==> src/rtl/bitmanip_mulctl_pkg.sv <==
// Shared types for the bit-manipulation multiply controller: op codes, FSM states,
// core latency and the operand absolute-value helper.
package bitmanip_mulctl_pkg;

    localparam int CORE_LATENCY = 4;

    typedef enum logic [2:0] {
        MULCTL_OP_CLMUL   = 3'd0,
        MULCTL_OP_CLMULH  = 3'd1,
        MULCTL_OP_CLMULR  = 3'd2,
        MULCTL_OP_MUL     = 3'd3,
        MULCTL_OP_MULH    = 3'd4,
        MULCTL_OP_MULHSU  = 3'd5,
        MULCTL_OP_MULHU   = 3'd6,
        MULCTL_OP_ILLEGAL = 3'd7
    } mulctl_op_e;

    typedef enum logic [1:0] {
        ST_IDLE = 2'd0,
        ST_RUN  = 2'd1,
        ST_HOLD = 2'd2
    } mulctl_state_e;

    // abs(0x80000000) wraps back to 0x80000000, which the unsigned core reads as 2^31.
    function automatic logic [31:0] abs32(input logic [31:0] x);
        return x[31] ? (~x + 32'd1) : x;
    endfunction

    function automatic logic is_clmul(input mulctl_op_e op);
        return (op == MULCTL_OP_CLMUL) || (op == MULCTL_OP_CLMULH) || (op == MULCTL_OP_CLMULR);
    endfunction

endpackage

==> src/rtl/bitmanip_mulctl_fixup.sv <==
// Result post-processing: optional two's-complement negate of the 64-bit product
// followed by the per-op 32-bit slice.
module bitmanip_mulctl_fixup
    import bitmanip_mulctl_pkg::*;
(
    input  mulctl_op_e  op,
    input  logic        neg,
    input  logic [63:0] prod,
    output logic [31:0] rd
);

    logic [63:0] prod_n;

    always_comb begin
        prod_n = neg ? (~prod + 64'd1) : prod;
        rd     = 32'd0;
        case (op)
            MULCTL_OP_CLMUL:  rd = prod[31:0];
            MULCTL_OP_CLMULH: rd = prod[63:32];
            MULCTL_OP_CLMULR: rd = prod[62:31];
            MULCTL_OP_MUL:    rd = prod[31:0];
            MULCTL_OP_MULH:   rd = prod_n[63:32];
            MULCTL_OP_MULHSU: rd = prod_n[63:32];
            MULCTL_OP_MULHU:  rd = prod[63:32];
            default:          rd = 32'd0;
        endcase
    end

endmodule

==> src/rtl/bitmanip_mulctl.sv <==
// Multiply / carry-less multiply controller in front of a 4-cycle 32x32 core.
// Optional feature: define BITMANIP_MULCTL_ZEROBYPASS_EN to skip the core for zero operands.
module bitmanip_mulctl
    import bitmanip_mulctl_pkg::*;
#(
    parameter int DISABLE_CLMUL = 0
) (
    input  logic        clock,
    input  logic        reset,
    input  logic        in_valid,
    output logic        in_ready,
    input  logic [2:0]  in_op,
    input  logic [31:0] in_rs1,
    input  logic [31:0] in_rs2,
    input  logic        kill,
    output logic        out_valid,
    input  logic        out_ready,
    output logic [31:0] out_rd,
    output logic        out_err,
    output logic        core_start,
    output logic        core_mul,
    output logic [31:0] core_rs1,
    output logic [31:0] core_rs2,
    input  logic [63:0] core_rd,
    input  logic        core_busy,
    input  logic        core_done
);

    mulctl_state_e state_q, state_d;
    mulctl_op_e    op_q, op_d;
    logic          neg_q, neg_d;
    logic          kill_pending_q, kill_pending_d;
    logic [31:0]   out_rd_q, out_rd_d;
    logic          out_err_q, out_err_d;
    logic          released_q, released_d;

    mulctl_op_e    req_op;
    logic          op_clmul;
    logic          op_illegal;
    logic          zero_bypass;
    logic          accept;
    logic [31:0]   pre_rs1, pre_rs2;
    logic          pre_neg;
    logic [31:0]   fix_rd;

    assign req_op     = mulctl_op_e'(in_op);
    assign op_clmul   = is_clmul(req_op);
    assign op_illegal = (req_op == MULCTL_OP_ILLEGAL) || ((DISABLE_CLMUL != 0) && op_clmul);

`ifdef BITMANIP_MULCTL_ZEROBYPASS_EN
    assign zero_bypass = (in_rs1 == 32'd0) || (in_rs2 == 32'd0);
`else
    assign zero_bypass = 1'b0;
`endif

    // Signed ops feed magnitudes to the unsigned core and remember the sign of the product.
    always_comb begin
        pre_rs1 = in_rs1;
        pre_rs2 = in_rs2;
        pre_neg = 1'b0;
        case (req_op)
            MULCTL_OP_MULH: begin
                pre_rs1 = abs32(in_rs1);
                pre_rs2 = abs32(in_rs2);
                pre_neg = in_rs1[31] ^ in_rs2[31];
            end
            MULCTL_OP_MULHSU: begin
                pre_rs1 = abs32(in_rs1);
                pre_neg = in_rs1[31];
            end
            default: ;
        endcase
    end

    // A killed op leaves the core running; hold off new work until it drains.
    assign in_ready   = released_q && (state_q == ST_IDLE) && !(kill_pending_q && core_busy);
    assign accept     = in_valid && in_ready;
    assign core_start = accept && !op_illegal && !zero_bypass;
    assign core_mul   = !op_clmul;
    assign core_rs1   = pre_rs1;
    assign core_rs2   = pre_rs2;

    bitmanip_mulctl_fixup u_fixup (
        .op   (op_q),
        .neg  (neg_q),
        .prod (core_rd),
        .rd   (fix_rd)
    );

    always_comb begin
        state_d        = state_q;
        op_d           = op_q;
        neg_d          = neg_q;
        kill_pending_d = kill_pending_q;
        out_rd_d       = out_rd_q;
        out_err_d      = out_err_q;
        released_d     = 1'b1;

        if (kill_pending_q && (core_done || !core_busy)) begin
            kill_pending_d = 1'b0;
        end

        case (state_q)
            ST_IDLE: begin
                if (accept) begin
                    op_d           = req_op;
                    neg_d          = pre_neg;
                    kill_pending_d = 1'b0;
                    if (op_illegal) begin
                        state_d   = ST_HOLD;
                        out_err_d = 1'b1;
                        out_rd_d  = 32'd0;
                    end else if (zero_bypass) begin
                        state_d   = ST_HOLD;
                        out_err_d = 1'b0;
                        out_rd_d  = 32'd0;
                    end else begin
                        state_d = ST_RUN;
                    end
                end
            end
            ST_RUN: begin
                if (kill) begin
                    state_d        = ST_IDLE;
                    kill_pending_d = core_busy && !core_done;
                end else if (core_done) begin
                    state_d   = ST_HOLD;
                    out_rd_d  = fix_rd;
                    out_err_d = 1'b0;
                end
            end
            ST_HOLD: begin
                if (out_ready) begin
                    state_d = ST_IDLE;
                end
            end
            default: state_d = ST_IDLE;
        endcase
    end

    always_ff @(posedge clock or posedge reset) begin
        if (reset) begin
            state_q        <= ST_IDLE;
            op_q           <= MULCTL_OP_CLMUL;
            neg_q          <= 1'b0;
            kill_pending_q <= 1'b0;
            out_rd_q       <= 32'd0;
            out_err_q      <= 1'b0;
            released_q     <= 1'b0;
        end else begin
            state_q        <= state_d;
            op_q           <= op_d;
            neg_q          <= neg_d;
            kill_pending_q <= kill_pending_d;
            out_rd_q       <= out_rd_d;
            out_err_q      <= out_err_d;
            released_q     <= released_d;
        end
    end

    assign out_valid = (state_q == ST_HOLD);
    assign out_rd    = out_rd_q;
    assign out_err   = out_err_q;

endmodule
==> config.mk <==
export PLATFORM = sky130hd
export DESIGN_NAME = bitmanip_mulctl
export DESIGN_NICKNAME = d
export VERILOG_FILES = /design/src/rtl/bitmanip_mulctl_pkg.sv /design/src/rtl/bitmanip_mulctl_fixup.sv /design/src/rtl/bitmanip_mulctl.sv
export SDC_FILE = /design/constraint.sdc
export NUM_CORES = 1
export LEC_CHECK = 0
export ABC_AREA = 1
export CAP_MARGIN = 0
export CORE_ASPECT_RATIO = 1.4
export CORE_MARGIN = 5
export CORE_UTILIZATION = 45
export CTS_CLUSTER_DIAMETER = 120
export DETAILED_ROUTE_END_ITERATION = 8
export PLACE_DENSITY = 0.86
export REMOVE_ABC_BUFFERS = 1
export SYNTH_ARGS = -nofsm -noshare
export SYNTH_HDL_FRONTEND = slang
export SYNTH_SLANG_ARGS = --single-unit
==> constraint.sdc <==
create_clock -name clock -period 1.7 [get_ports clock]
set_input_delay 0.17 -clock clock [delete_from_list [all_inputs] [get_ports clock]]
set_output_delay 0.17 -clock clock [all_outputs]
set_load 0.03 [all_outputs]
==> results of run 1 <==
[kinds of logic after synthesis]
logic type	after synthesis	share of synthesized area [%]
buf+inv	180	12.5
compound gates	93	10.9
xor+xnor	54	8.01
fa+ha+maj	2	0.424
flops	41	17.4
simple gates	729	50.7
other cells	1	0.0635
[cells in the mapped netlist, drive strengths merged]
master / n
a22oi: 1
or2: 6
clkinv: 1
nand2b: 1
nand4: 6
o21ai: 31
o31ai: 3
nand2: 396
o22ai: 16
inv: 150
clkbuf: 1
nor3: 13
xor2: 42
nand3b: 9
a311oi: 1
conb: 1
xnor2: 12
nor4: 3
a21o: 1
a221oi: 16
a21oi: 24
nand3: 80
buf: 28
nor2: 215
ha: 2
dfrtp: 41
[per-stage QoR]
stage                     setup TNS [ns]  instance area [um^2]  setup WS (ns)  hold WS [ns]
after global placement            -32.31                  9750         -0.573         0.460
after floorplan                   -10.02                  5730         -0.344         0.256
after detailed placement          -36.09                  9750         -0.713         0.464
after CTS                          -4.69                 10800         -0.232         0.232
[routing by layer]
layer / GRT usage, % / overflow
met1: 75.5 / 2
met5: 18.8 / 0
met2: 93.4 / 93
met4: 84.3 / 49
met3: 57.3 / 0
[what timing repair did]
item                                   in CTS
buffers inserted                           47
endpoints found under the hold margin       0
setup endpoints to repair                  89
pin swaps                                  95
hold buffers                                0
cloned                                      1
resized for setup                         310
==> run summary, run 1 <==
status -> aborted with a tool error
Halt Stage -> global routing
First Err -> [ERROR GRT-0232] Routing congestion too high. Check the congestion heatmap in the GUI.
Max Root-Sink Buffers -> 2
clock tree sinks -> 41
Seq/Total Area, Yosys -> 17.4%
flops & latches, synth -> 41
Mapped Cells -> 1100
GRT Total Usage -> 76.6%
clk root buf -> clkbuf_16
Synthesis Warnings -> 0
placed cells -> 1657
RePlAce Congestion -> 1.07
H-tree levels -> 2
IO Count -> 239
PortBufs -> 238
worst endpoint after global-route timing repair -> core_rs2[28]
top cells by area, synth -> nand2_1 (25%), dfrtp_1 (17%), nor2_1 (13%), inv_1 (9.2%), nand3_1 (6.5%)
Die Ht -> 146 um
Synth cell types -> 42
global route overflow -> 144
synthesized area -> 5910 um^2
CTS Buf Count -> 5
Yosys top cell area share -> 24.9%
Worst endpoint type -> output port
pin count of the biggest net entering global routing -> 42
DPL Wire Length -> 23000 um
Yosys top cell by area -> nand2_1
Die X -> 107 um
cell row count -> 49
Avg Cell Area, Syn -> 5.37 um^2
Initial Utilization -> 45.9%
==> inputs of run 2 (changes only) <==
--- a/config.mk
+++ b/config.mk
@@ -7,12 +7,10 @@
 export LEC_CHECK = 0
 export ABC_AREA = 1
 export CAP_MARGIN = 0
-export CORE_ASPECT_RATIO = 1.4
 export CORE_MARGIN = 5
-export CORE_UTILIZATION = 45
-export CTS_CLUSTER_DIAMETER = 120
+export CORE_UTILIZATION = 35
 export DETAILED_ROUTE_END_ITERATION = 8
-export PLACE_DENSITY = 0.86
+export PLACE_DENSITY_LB_ADDON = 0.15
 export REMOVE_ABC_BUFFERS = 1
 export SYNTH_ARGS = -nofsm -noshare
 export SYNTH_HDL_FRONTEND = slang
==> run summary, run 2 <==
failing checks -> negative setup slack
H-tree levels -> 2 (unchanged)
total negative slack -> -3.05 ns
CP Capture Type -> primary output
Cell Pwr Density -> 716 nW/um^2
VDD IR max -> 0.000555 V
mean routed wirelength per cell -> 16.5 um
Top Metal Used -> met4
Antenna Nets Post-Route -> 0
status -> complete, but fails checks
fin crit share -> 113%
max reg flops -> 32
# fillers -> 1354
routed wl met3 -> 1900 um
synthesized area -> 5910 um^2 (unchanged)
CTS Buf Count -> 5 (unchanged)
Post-synth top cells -> nand2_1 (392), nor2_1 (207), inv_1 (145), nand3_1 (77), xor2_1 (42)
CP Launch Point -> in_rs2[1]
Hold Slack -> 0.207 ns
r2r setup slk -> 0 ns
f_max -> 523 MHz
DRT Pass-1 Iters -> 5
Synth cell types -> 42 (unchanged)
max cap viols -> 0
Worst Clk Skew -> 0.00586 ns
die area -> 19600 um^2
pin count of the biggest net entering global routing -> 30
worst endpoint data arrival time -> 1.74 ns
IO Count -> 239 (unchanged)
slowest stage delay, CP -> 0.18 ns
Worst Path Required -> 1.53 ns
top cells by area, synth -> nand2_1 (25%), dfrtp_1 (17%), nor2_1 (13%), inv_1 (9.2%), nand3_1 (6.5%)
Synth-to-Final Area Change -> 99.9%
worst slack, placed -> -0.632 ns (+0.0811 ns)
clock group share of total power -> 11.4%
placed cells -> 1734 (+4.6%)
Synthesis Warnings -> 0 (unchanged)
Top FF cell, synth -> dfrtp_1
global route overflow -> 0
clock tree sinks -> 41 (unchanged)
Avg Cell Area, Syn -> 5.37 um^2 (unchanged)
RR Endpoint -> out_rd[29]
Reg power frac -> 20.4%
core area -> 16600 um^2
most frequent cells in the layout -> nand2_1 (329), buf_4 (287), inv_1 (118)
Max Root-Sink Buffers -> 2 (unchanged)
PnR worst setup slack -> -0.214 ns
Post-synth ARST share -> 100% (unchanged)
DPL Wire Length -> 21500 um (-6.8%)
Routed WL -> 30000 um
EDFF count, synth -> 0 (unchanged)
DR vias -> 9086
Initial Utilization -> 35.6% (-10 points)
clk root buf -> clkbuf_16
Yosys top cell by area -> nand2_1
final non-filler cell total -> 1820
Critical-path top delay cell -> buf_4
Sw Share -> 47.4%
Die X -> 140 um (+31%)
Mapped Cells -> 1100 (unchanged)
fraction of layout cells with a size suffix above 1 -> 42.3%
worst-margin pin slew -> 0.674 ns
cells along the critical path -> buf_6 > inv_4 > ha_4 > inv_4 > nor3_4 > nand3_2 > nor2_4 > nand3_4 > nor2_4 > nand2_1 > nand2_2 > xor2_1 > buf_4
CTS tree -> built
number of global-route vias before repair -> 8914
WL met2 -> 15200 um
Reg-to-Reg Start -> state_q[0]
endpoints failing hold -> 0
internal power -> 4.45 mW
flops & latches, synth -> 41 (unchanged)
PortBufs -> 238 (unchanged)
Sw Pwr -> 4.00 mW
HP Class -> input pin to asynchronous set/reset pin
Combinational Power Share -> 68.2%
Crit Path Max Fanout -> 5
first-pass GRT wire length -> 43200 um
Vias/cell -> 4.99
drt drc -> 0
M1 WL -> 11600 um
Startpoint Class -> input pin
commonest non-fill, non-tap cell in the layout -> nand2_1
RePlAce Congestion -> 0.972 (-9.1%)
Rel. slew slack -> 54.8%
GRT Total Usage -> 26.5%
unrepaired setup endpoints after global routing -> true
count leader, synth -> nand2_1
NumNets Final -> 1737
FF-to-FF path depth -> 13
Max Slew Vio Count -> 0
Seq/Total Area, Yosys -> 17.4% (unchanged)
Crit Path Class -> input pin to primary output
leakage dissipation -> 6.04 nW
initial antenna violation count -> 0
cell row count -> 47 (-4.1%)
Worst-path clk slew -> 0.06 ns
clock period minus worst slack -> 1.91 ns
Post-CTS Hold Buffers -> 0 (unchanged)
final setup vio count -> 29
Die Ht -> 140 um (-3.9%)
Clk Latency, worst-skew pair -> 0.29 ns
starting DRC count in detailed routing -> 442
Yosys top cell area share -> 24.9% (unchanged)
## run 2: cell counts after synthesis
No cell type changed its count.
## run 2: worst max path at each step
stage / to / slack [ns] / cells after the start
after global routing: core_rs1[28] / -0.31 / 15
after floorplan: core_rs2[17] / -0.34 / 6
after global placement: core_rs2[24] / -0.56 / 13
after CTS: core_rs1[26] / -0.23 / 14
final: core_rs2[24] / -0.21 / 13
after detailed placement: core_rs1[28] / -0.63 / 16
## run 2: layer usage
metal  vias to the layer above  GRT usage [%]
met5                         -              0
met4                         0           8.77
met3                        84           5.08
met2                       359           49.4
met1                      4225           30.3
li1                       4418              -
## run 2: kinds of logic (layout without fill, tap and decap cells)
group	after synthesis	in the layout	synth area share (%)
adder cells (fa/ha/maj)	2	2	0.424
AO/OA/AOI/OAI	93	93	10.9
AND/OR/NAND/NOR	729	729	50.7
flip-flops	41	41	17.4
XOR/XNOR	54	54	8.01
buffers and inverters	180	678	12.5
other	1	3	0.0635
## run 2: critical path, delay by kind of cell
kind,cells,cell delay (ns)
xor+xnor,1,0.15
fa+ha+maj,1,0.14
buf+inv,4,0.38
simple gates,7,0.90
## run 2: layout make-up
type | instances | area (um^2) | share of cell area (%)
Multi-Input combinational cell | 879 | 5140 | 43.6
Timing Repair Buffer | 519 | 4620 | 39.1
Sequential cell | 41 | 1030 | 8.72
Inverter | 151 | 594 | 5.03
Tap cell | 220 | 275 | 2.33
Clock buffer | 6 | 129 | 1.09
Clock inverter | 2 | 10.0 | 0.0848
Antenna cell | 2 | 5.00 | 0.0424
## run 2: through the flow
step	total power [mW]	area (um^2)	utilization (%)
2_1_floorplan	4.42	5730	-
3_3_place_gp	6.90	9840	59.4
5_1_grt	8.96	11800	71.1
6_report	8.45	11800	71.2
4_1_cts	8.09	10800	65.2
3_5_place_dp	6.94	9840	59.4
## run 2: what timing repair did
item | in CTS | in global routing
pin swaps | 89 | 127
endpoints found under the setup margin | 87 | 95
setup buffers | 45 | 30
resized for setup | 278 | 287
cloned | 0 | 4
## run 2: power by group through the flow
stage                     combinational (mW)  clock (mW)  sequential [mW]
after floorplan                         1.93           0             2.50
after global placement                  5.21           0             1.69
after detailed placement                5.24           0             1.70
after CTS                               5.41       0.987             1.69
after global routing                    6.16        1.02             1.78
final                                   5.76       0.964             1.72
(Power assumes the default switching activity.)
==> inputs of run 3 (changes only) <==
--- a/config.mk
+++ b/config.mk
@@ -12,6 +12,7 @@
 export DETAILED_ROUTE_END_ITERATION = 8
 export PLACE_DENSITY_LB_ADDON = 0.15
 export REMOVE_ABC_BUFFERS = 1
+export SETUP_SLACK_MARGIN = 0.5
 export SYNTH_ARGS = -nofsm -noshare
 export SYNTH_HDL_FRONTEND = slang
 export SYNTH_SLANG_ARGS = --single-unit
==> constraint.sdc (replaced) <==
create_clock -name clock -period 1.7 [get_ports clock]
set_input_delay 0.34 -clock clock [delete_from_list [all_inputs] [get_ports clock]]
set_output_delay 0.34 -clock clock [all_outputs]
set_load 0.03 [all_outputs]
==> run summary, run 3 (synthesized netlist as in run 2, its figures left out) <==
Initial Utilization -> 35.6% (unchanged)
global route overflow -> 0 (unchanged)
Crit Path Max Fanout -> 3 (-2)
most frequent cells in the layout -> buf_4 (288), nand2_1 (222), buf_6 (163)
critical path buffer and inverter count -> 5 (+1)
leakage dissipation -> 6.63 nW (+9.9%)
CTS Buf Count -> 5 (unchanged)
Die Ht -> 140 um (unchanged)
CP Launch Point -> in_rs2[0]
mean routed wirelength per cell -> 20.7 um (+26%)
Clk Latency, worst-skew pair -> 0.30 ns (about the same)
commonest non-fill, non-tap cell in the layout -> buf_4
Post-CTS Hold Buffers -> 0 (unchanged)
RePlAce Congestion -> 0.965 (-0.67%)
f_max -> 398 MHz (-24%)
first-pass GRT wire length -> 50100 um (+16%)
VDD IR max -> 0.000631 V (+14%)
core area -> 16600 um^2 (unchanged)
r2r setup slk -> -0.04 ns (-0.04 ns)
Die X -> 140 um (unchanged)
drt drc -> 0 (unchanged)
number of global-route vias before repair -> 9699 (+8.8%)
fraction of layout cells with a size suffix above 1 -> 58.8% (+16 points)
Critical-path top delay cell -> nor3_4
Vias/cell -> 5.44 (+9.0%)
CP Depth -> 15 (+2)
DRT Pass-1 Iters -> 7 (+2)
GRT Total Usage -> 31.7% (+5.2 points)
NumNets Final -> 1824 (+5.0%)
cells along the critical path -> buf_8 > inv_6 > ha_4 > inv_4 > nor3_4 > nand3_2 > nor2_4 > nand3_4 > nor2_2 > nand2_1 > nand2_1 > nand3_1 > nand2_1 > inv_1 > buf_4
Synth-to-Final Area Change -> 129%
Cell Pwr Density -> 736 nW/um^2 (+2.9%)
RR Endpoint -> out_rd[27]
PortBufs -> 238 (unchanged)
Critical Path End -> core_rs2[28]
Antenna Nets Post-Route -> 0 (unchanged)
Worst-path clk slew -> 0.06 ns (about the same)
cell row count -> 47 (unchanged)
pin count of the biggest net entering global routing -> 42 (+40%)
clock tree sinks -> 41 (unchanged)
total negative slack -> -31.92 ns (-28.86 ns)
Reg-to-Reg Start -> op_q[0]
slowest stage delay, CP -> 0.22 ns (+0.04 ns)
initial antenna violation count -> 2 (+2)
CTS tree -> built
worst-margin pin slew -> 0.538 ns (-0.136 ns)
Most Frequent Cell on Critical Path -> nand2_1
# fillers -> 1028 (-24%)
IO Count -> 239 (unchanged)
CP delay by family, top -> simple AND/OR/NAND/NOR gates
DPL Wire Length -> 21500 um (+0.23%)
PnR worst setup slack -> -0.816 ns (-0.602 ns)
Max Slew Vio Count -> 0 (unchanged)
Worst Path Required -> 1.36 ns (-0.17 ns)
worst endpoint data arrival time -> 2.18 ns (+0.44 ns)
Worst Clk Skew -> 0.00697 ns (+0.00111 ns)
DR vias -> 10368 (+14%)
unrepaired setup endpoints after global routing -> true
max reg flops -> 32 (unchanged)
fin crit share -> 148% (+35 points)
Startpoint Class -> input pin
clock period minus worst slack -> 2.52 ns (+0.602 ns)
status -> complete, but fails checks
endpoints failing hold -> 0 (unchanged)
clk root buf -> clkbuf_16
starting DRC count in detailed routing -> 837 (+89%)
failing checks -> negative setup slack
Routed WL -> 39500 um (+32%)
HP Class -> input pin to asynchronous set/reset pin
fin util -> 81.7% (+11 points)
H-tree levels -> 2 (unchanged)
final setup vio count -> 88 (+200%)
Crit Path Class -> input pin to primary output
FF-to-FF path depth -> 9 (-4)
Max Root-Sink Buffers -> 2 (unchanged)
max cap viols -> 0 (unchanged)
CP Capture Type -> primary output
Rel. slew slack -> 63.8% (+9.0 points)
die area -> 19600 um^2 (unchanged)
-- run 3: changes by cell type in the layout (fill, tap and decap cells not counted), sizes merged, moves of 8 or more --
cell           change
dlygate4sd2       +16
clkdlybuf4s15      +8
clkbuf            +15
buf              +139
dlymetal6s2s      -46
clkdlybuf4s50     -46
-- run 3: power by group --
group / internal (mW) / switching (mW)
clock network: 0.542 / 0.444
logic: 3.20 / 4.00
registers: 1.41 / 0.377
total: 5.15 / 4.82
-- run 3: worst min-delay path: cells and delay by family --
kind / cells / cell delay [ns]
buffers and inverters: 3 / 0.73
-- run 3: layout make-up --
cell class | count | area, um^2 | area share, %
well taps | 220 | 275 | 2.03
clock inverters | 2 | 10.0 | 0.0739
flip-flops and latches | 41 | 1030 | 7.61
clock buffers | 6 | 129 | 0.951
repair buffers | 605 | 5480 | 40.4
repair inverters | 1 | 7.51 | 0.0554
inverters | 151 | 624 | 4.61
multi-input cells | 879 | 6000 | 44.2
diodes | 1 | 2.50 | 0.0185
-- run 3: worst min-delay path by stage --
stage | slack, ns | endpoint | from
floorplan | 0.43 | state_q[1] | out_ready
global placement | 0.46 | out_rd[9] | out_rd[9]
detailed placement | 0.46 | out_rd[16] | out_rd[16]
CTS | 0.40 | out_rd[4] | reset
global route | 0.42 | out_rd[5] | reset
finish | 0.40 | out_rd[4] | reset
-- run 3: per-stage QoR --
stage | setup WS [ns] | instances | hold WS [ns] | cell area (um^2) | power (mW)
6_report | -0.816 | 1906 | 0.399 | 13600 | 9.98
3_3_place_gp | -0.941 | 1738 | 0.462 | 9910 | 6.94
4_1_cts | -0.557 | 1846 | 0.400 | 12000 | 8.47
3_5_place_dp | -1.02 | 1738 | 0.464 | 9910 | 6.97
2_1_floorplan | -0.684 | 1071 | 0.426 | 5730 | 4.42
5_1_grt | -0.896 | 1906 | 0.416 | 13600 | 10.4
-- run 3: timing repair --
action | 4_1_cts | 5_1_grt
hold endpoints to repair | 0 | 0
pin swaps | 186 | 195
gates cloned | 7 | 1
buffers inserted | 93 | 58
gates resized for setup | 831 | 454
endpoints found under the setup margin | 141 | 137
-- run 3: layer usage --
metal	global-route usage [%]	part of all wire (%)	vias up
li1	-	-	4591
met1	34.7	34	4808
met2	58.3	49	710
met3	5.96	8.4	257
met4	15.8	8.2	2
met5	0	0.028	-
==> inputs of run 4 (changes only) <==
--- a/config.mk
+++ b/config.mk
@@ -6,6 +6,7 @@
 export NUM_CORES = 1
 export LEC_CHECK = 0
 export ABC_AREA = 1
+export ABC_CLOCK_PERIOD_IN_PS = 2500
 export CAP_MARGIN = 0
 export CORE_MARGIN = 5
 export CORE_UTILIZATION = 35
==> constraint.sdc (replaced) <==
create_clock -name clock -period 2.5 [get_ports clock]
set_input_delay 0.5 -clock clock [delete_from_list [all_inputs] [get_ports clock]]
set_output_delay 0.5 -clock clock [all_outputs]
set_load 0.03 [all_outputs]
==> run summary, run 4 (synthesized netlist as in run 2, its figures left out) <==
register area -> 1030 um^2 (-0.24%)
Crit Path Max Fanout -> 3 (unchanged)
Rel. slew slack -> 55.9% (-7.9 points)
CTS Buf Count -> 5 (unchanged)
Crit Path Class -> input pin to primary output
endpoints failing hold -> 0 (unchanged)
f_max -> 367 MHz
DPL Wire Length -> 20500 um (-4.5%)
final non-filler cell total -> 1766 (-7.3%)
clock group share of total power -> 11.7% (+1.8 points)
slowest stage delay, CP -> 0.22 ns (about the same)
starting DRC count in detailed routing -> 516 (-38%)
Critical-path top delay cell -> xor2_1
Worst-path clk slew -> 0.06 ns (about the same)
Die Ht -> 140 um (unchanged)
Startpoint Class -> input pin
Sw Pwr -> 2.71 mW (-44%)
pin count of the biggest net entering global routing -> 33 (-21%)
RePlAce Congestion -> 0.985 (+2.0%)
HP Class -> flip-flop to flip-flop
fraction of layout cells with a size suffix above 1 -> 41.8% (-17 points)
Cell Pwr Density -> 474 nW/um^2 (-36%)
IO Count -> 239 (unchanged)
core area -> 16600 um^2 (unchanged)
PnR worst setup slack -> -0.228 ns (+0.588 ns)
global route overflow -> 0 (unchanged)
VDD IR max -> 0.000371 V (-41%)
Placed Instance Area -> 9170 um^2 (-7.4%)
final setup vio count -> 32 (-64%)
DRT Pass-1 Iters -> 5 (-2)
CP Capture Type -> primary output
Combinational Power Share -> 67.6% (-4.6 points)
Synth-to-Final Area Change -> 100%
max reg flops -> 32 (unchanged)
finished layout cell area -> 11800 um^2 (-13%)
clk root buf -> clkbuf_16
Max Root-Sink Buffers -> 2 (unchanged)
Die X -> 140 um (unchanged)
mean routed wirelength per cell -> 18.5 um (-11%)
cell row count -> 47 (unchanged)
Initial Utilization -> 35.6% (unchanged)
clock tree sinks -> 41 (unchanged)
total negative slack -> -2.86 ns (+29.06 ns)
cells along the critical path -> buf_8 > inv_8 > ha_4 > inv_4 > nor3_4 > nand3_2 > nor2_4 > nand3_4 > nor2_2 > nand2_1 > nand2_1 > xor2_1 > buf_4
multi-input logic area -> 5360 um^2 (-11%)
fin crit share -> 109%
failing checks -> negative setup slack
Antenna Nets Post-Route -> 0 (unchanged)
GRT Total Usage -> 28.5% (-3.2 points)
internal power -> 2.90 mW (-44%)
drt drc -> 0 (unchanged)
Routed WL -> 32700 um (-17%)
unrepaired setup endpoints after global routing -> true
max cap viols -> 0 (unchanged)
worst slack, placed -> -0.445 ns (+0.573 ns)
most frequent cells in the layout -> nand2_1 (330), buf_4 (182), inv_1 (112)
Sw Share -> 48.3% (about the same)
Clk Latency, worst-skew pair -> 0.29 ns (about the same)
DR vias -> 9135 (-12%)
Max Slew Vio Count -> 0 (unchanged)
commonest non-fill, non-tap cell in the layout -> nand2_1
die area -> 19600 um^2 (unchanged)
worst endpoint data arrival time -> 2.23 ns (+0.05 ns)
first-pass GRT wire length -> 45800 um (-8.4%)
number of global-route vias before repair -> 9028 (-6.9%)
Reg power frac -> 20.7% (+2.8 points)
Most Frequent Cell on Critical Path -> nand2_1
# fillers -> 1311 (+28%)
leakage dissipation -> 5.94 nW (-10%)
worst-margin pin slew -> 0.657 ns (+0.119 ns)
Vias/cell -> 5.17 (-4.9%)
clock period minus worst slack -> 2.73 ns
PortBufs -> 238 (unchanged)
placed cells -> 1646 (-5.3%)
Worst Clk Skew -> 0.00643 ns (-0.000544 ns)
status -> complete, but fails checks
initial antenna violation count -> 1 (-1)
H-tree levels -> 2 (unchanged)
NumNets Final -> 1684 (-7.7%)
Worst Path Required -> 2.00 ns (+0.64 ns)
CTS tree -> built
-- run 4: worst max-delay path: cells and delay by family --
family,cells,cell delay (ns)
buffers and inverters,4,0.41
xor gates and xnor gates,1,0.22
and+or+nand+nor,7,0.92
adders and majority gates,1,0.16
-- run 4: worst paths after layout --
path / startpoint / end / slack, ns / cells past startpoint
setup / recovery: in_rs2[0] / core_rs2[24] / -0.23 / 13
hold / removal: out_rd[15] / out_rd[15] / 0.48 / 2
setup reg to reg: op_q[0] / out_rd[19] / 0.74 / 10
hold reg to reg: out_rd[15] / out_rd[15] / 0.48 / 2
max in group asynchronous: reset / out_rd[29] / 1.45 / 3
min in group asynchronous: reset / out_rd[2] / 0.54 / 2
-- run 4: cell type report --
cell class / instances / area share (%)
sequential: 41 / 8.70
antenna: 1 / 0.0212
clock inverter: 2 / 0.0846
clock buffer: 6 / 1.09
tap: 220 / 2.33
inverter: 151 / 5.23
timing repair inverter: 1 / 0.0635
timing repair buffer: 465 / 37.2
multi-input combinational: 879 / 45.3
-- run 4: routing by layer --
metal	vias to the layer above	part of all wire (%)	global-route usage (%)	routed length, um
li1	4297	-	-	-
met2	449	50	52.5	16500
met1	4257	37	32.8	11900
met3	132	8.1	5.39	2650
met5	-	0	0	0
met4	0	5.0	10.4	1640
-- run 4: per-stage QoR --
| stage | util (%) | power [mW] | hold slack, ns |
|---|---|---|---|
| finish | 71.3 | 5.60 | 0.475 |
| detailed placement | 55.3 | 4.55 | 0.464 |
| floorplan | - | 3.01 | 0.452 |
| global route | 71.3 | 5.94 | 0.492 |
| global placement | 55.3 | 4.52 | 0.462 |
| CTS | 65.9 | 5.46 | 0.482 |
-- run 4: power groups by stage --
stage               sequential (mW)  clock, mW  combinational [mW]
global route                   1.20      0.703                4.04
floorplan                      1.70          0                1.31
finish                         1.16      0.656                3.79
CTS                            1.16      0.679                3.62
global placement               1.16          0                3.37
detailed placement             1.16          0                3.38
-- run 4: repair_timing --
action                     in CTS  in global routing
pin swaps                     128                108
cloned                          1                  0
setup buffers                  82                 28
resized for setup             502                237
setup endpoints to repair      97                 95
hold buffers                    0                  0
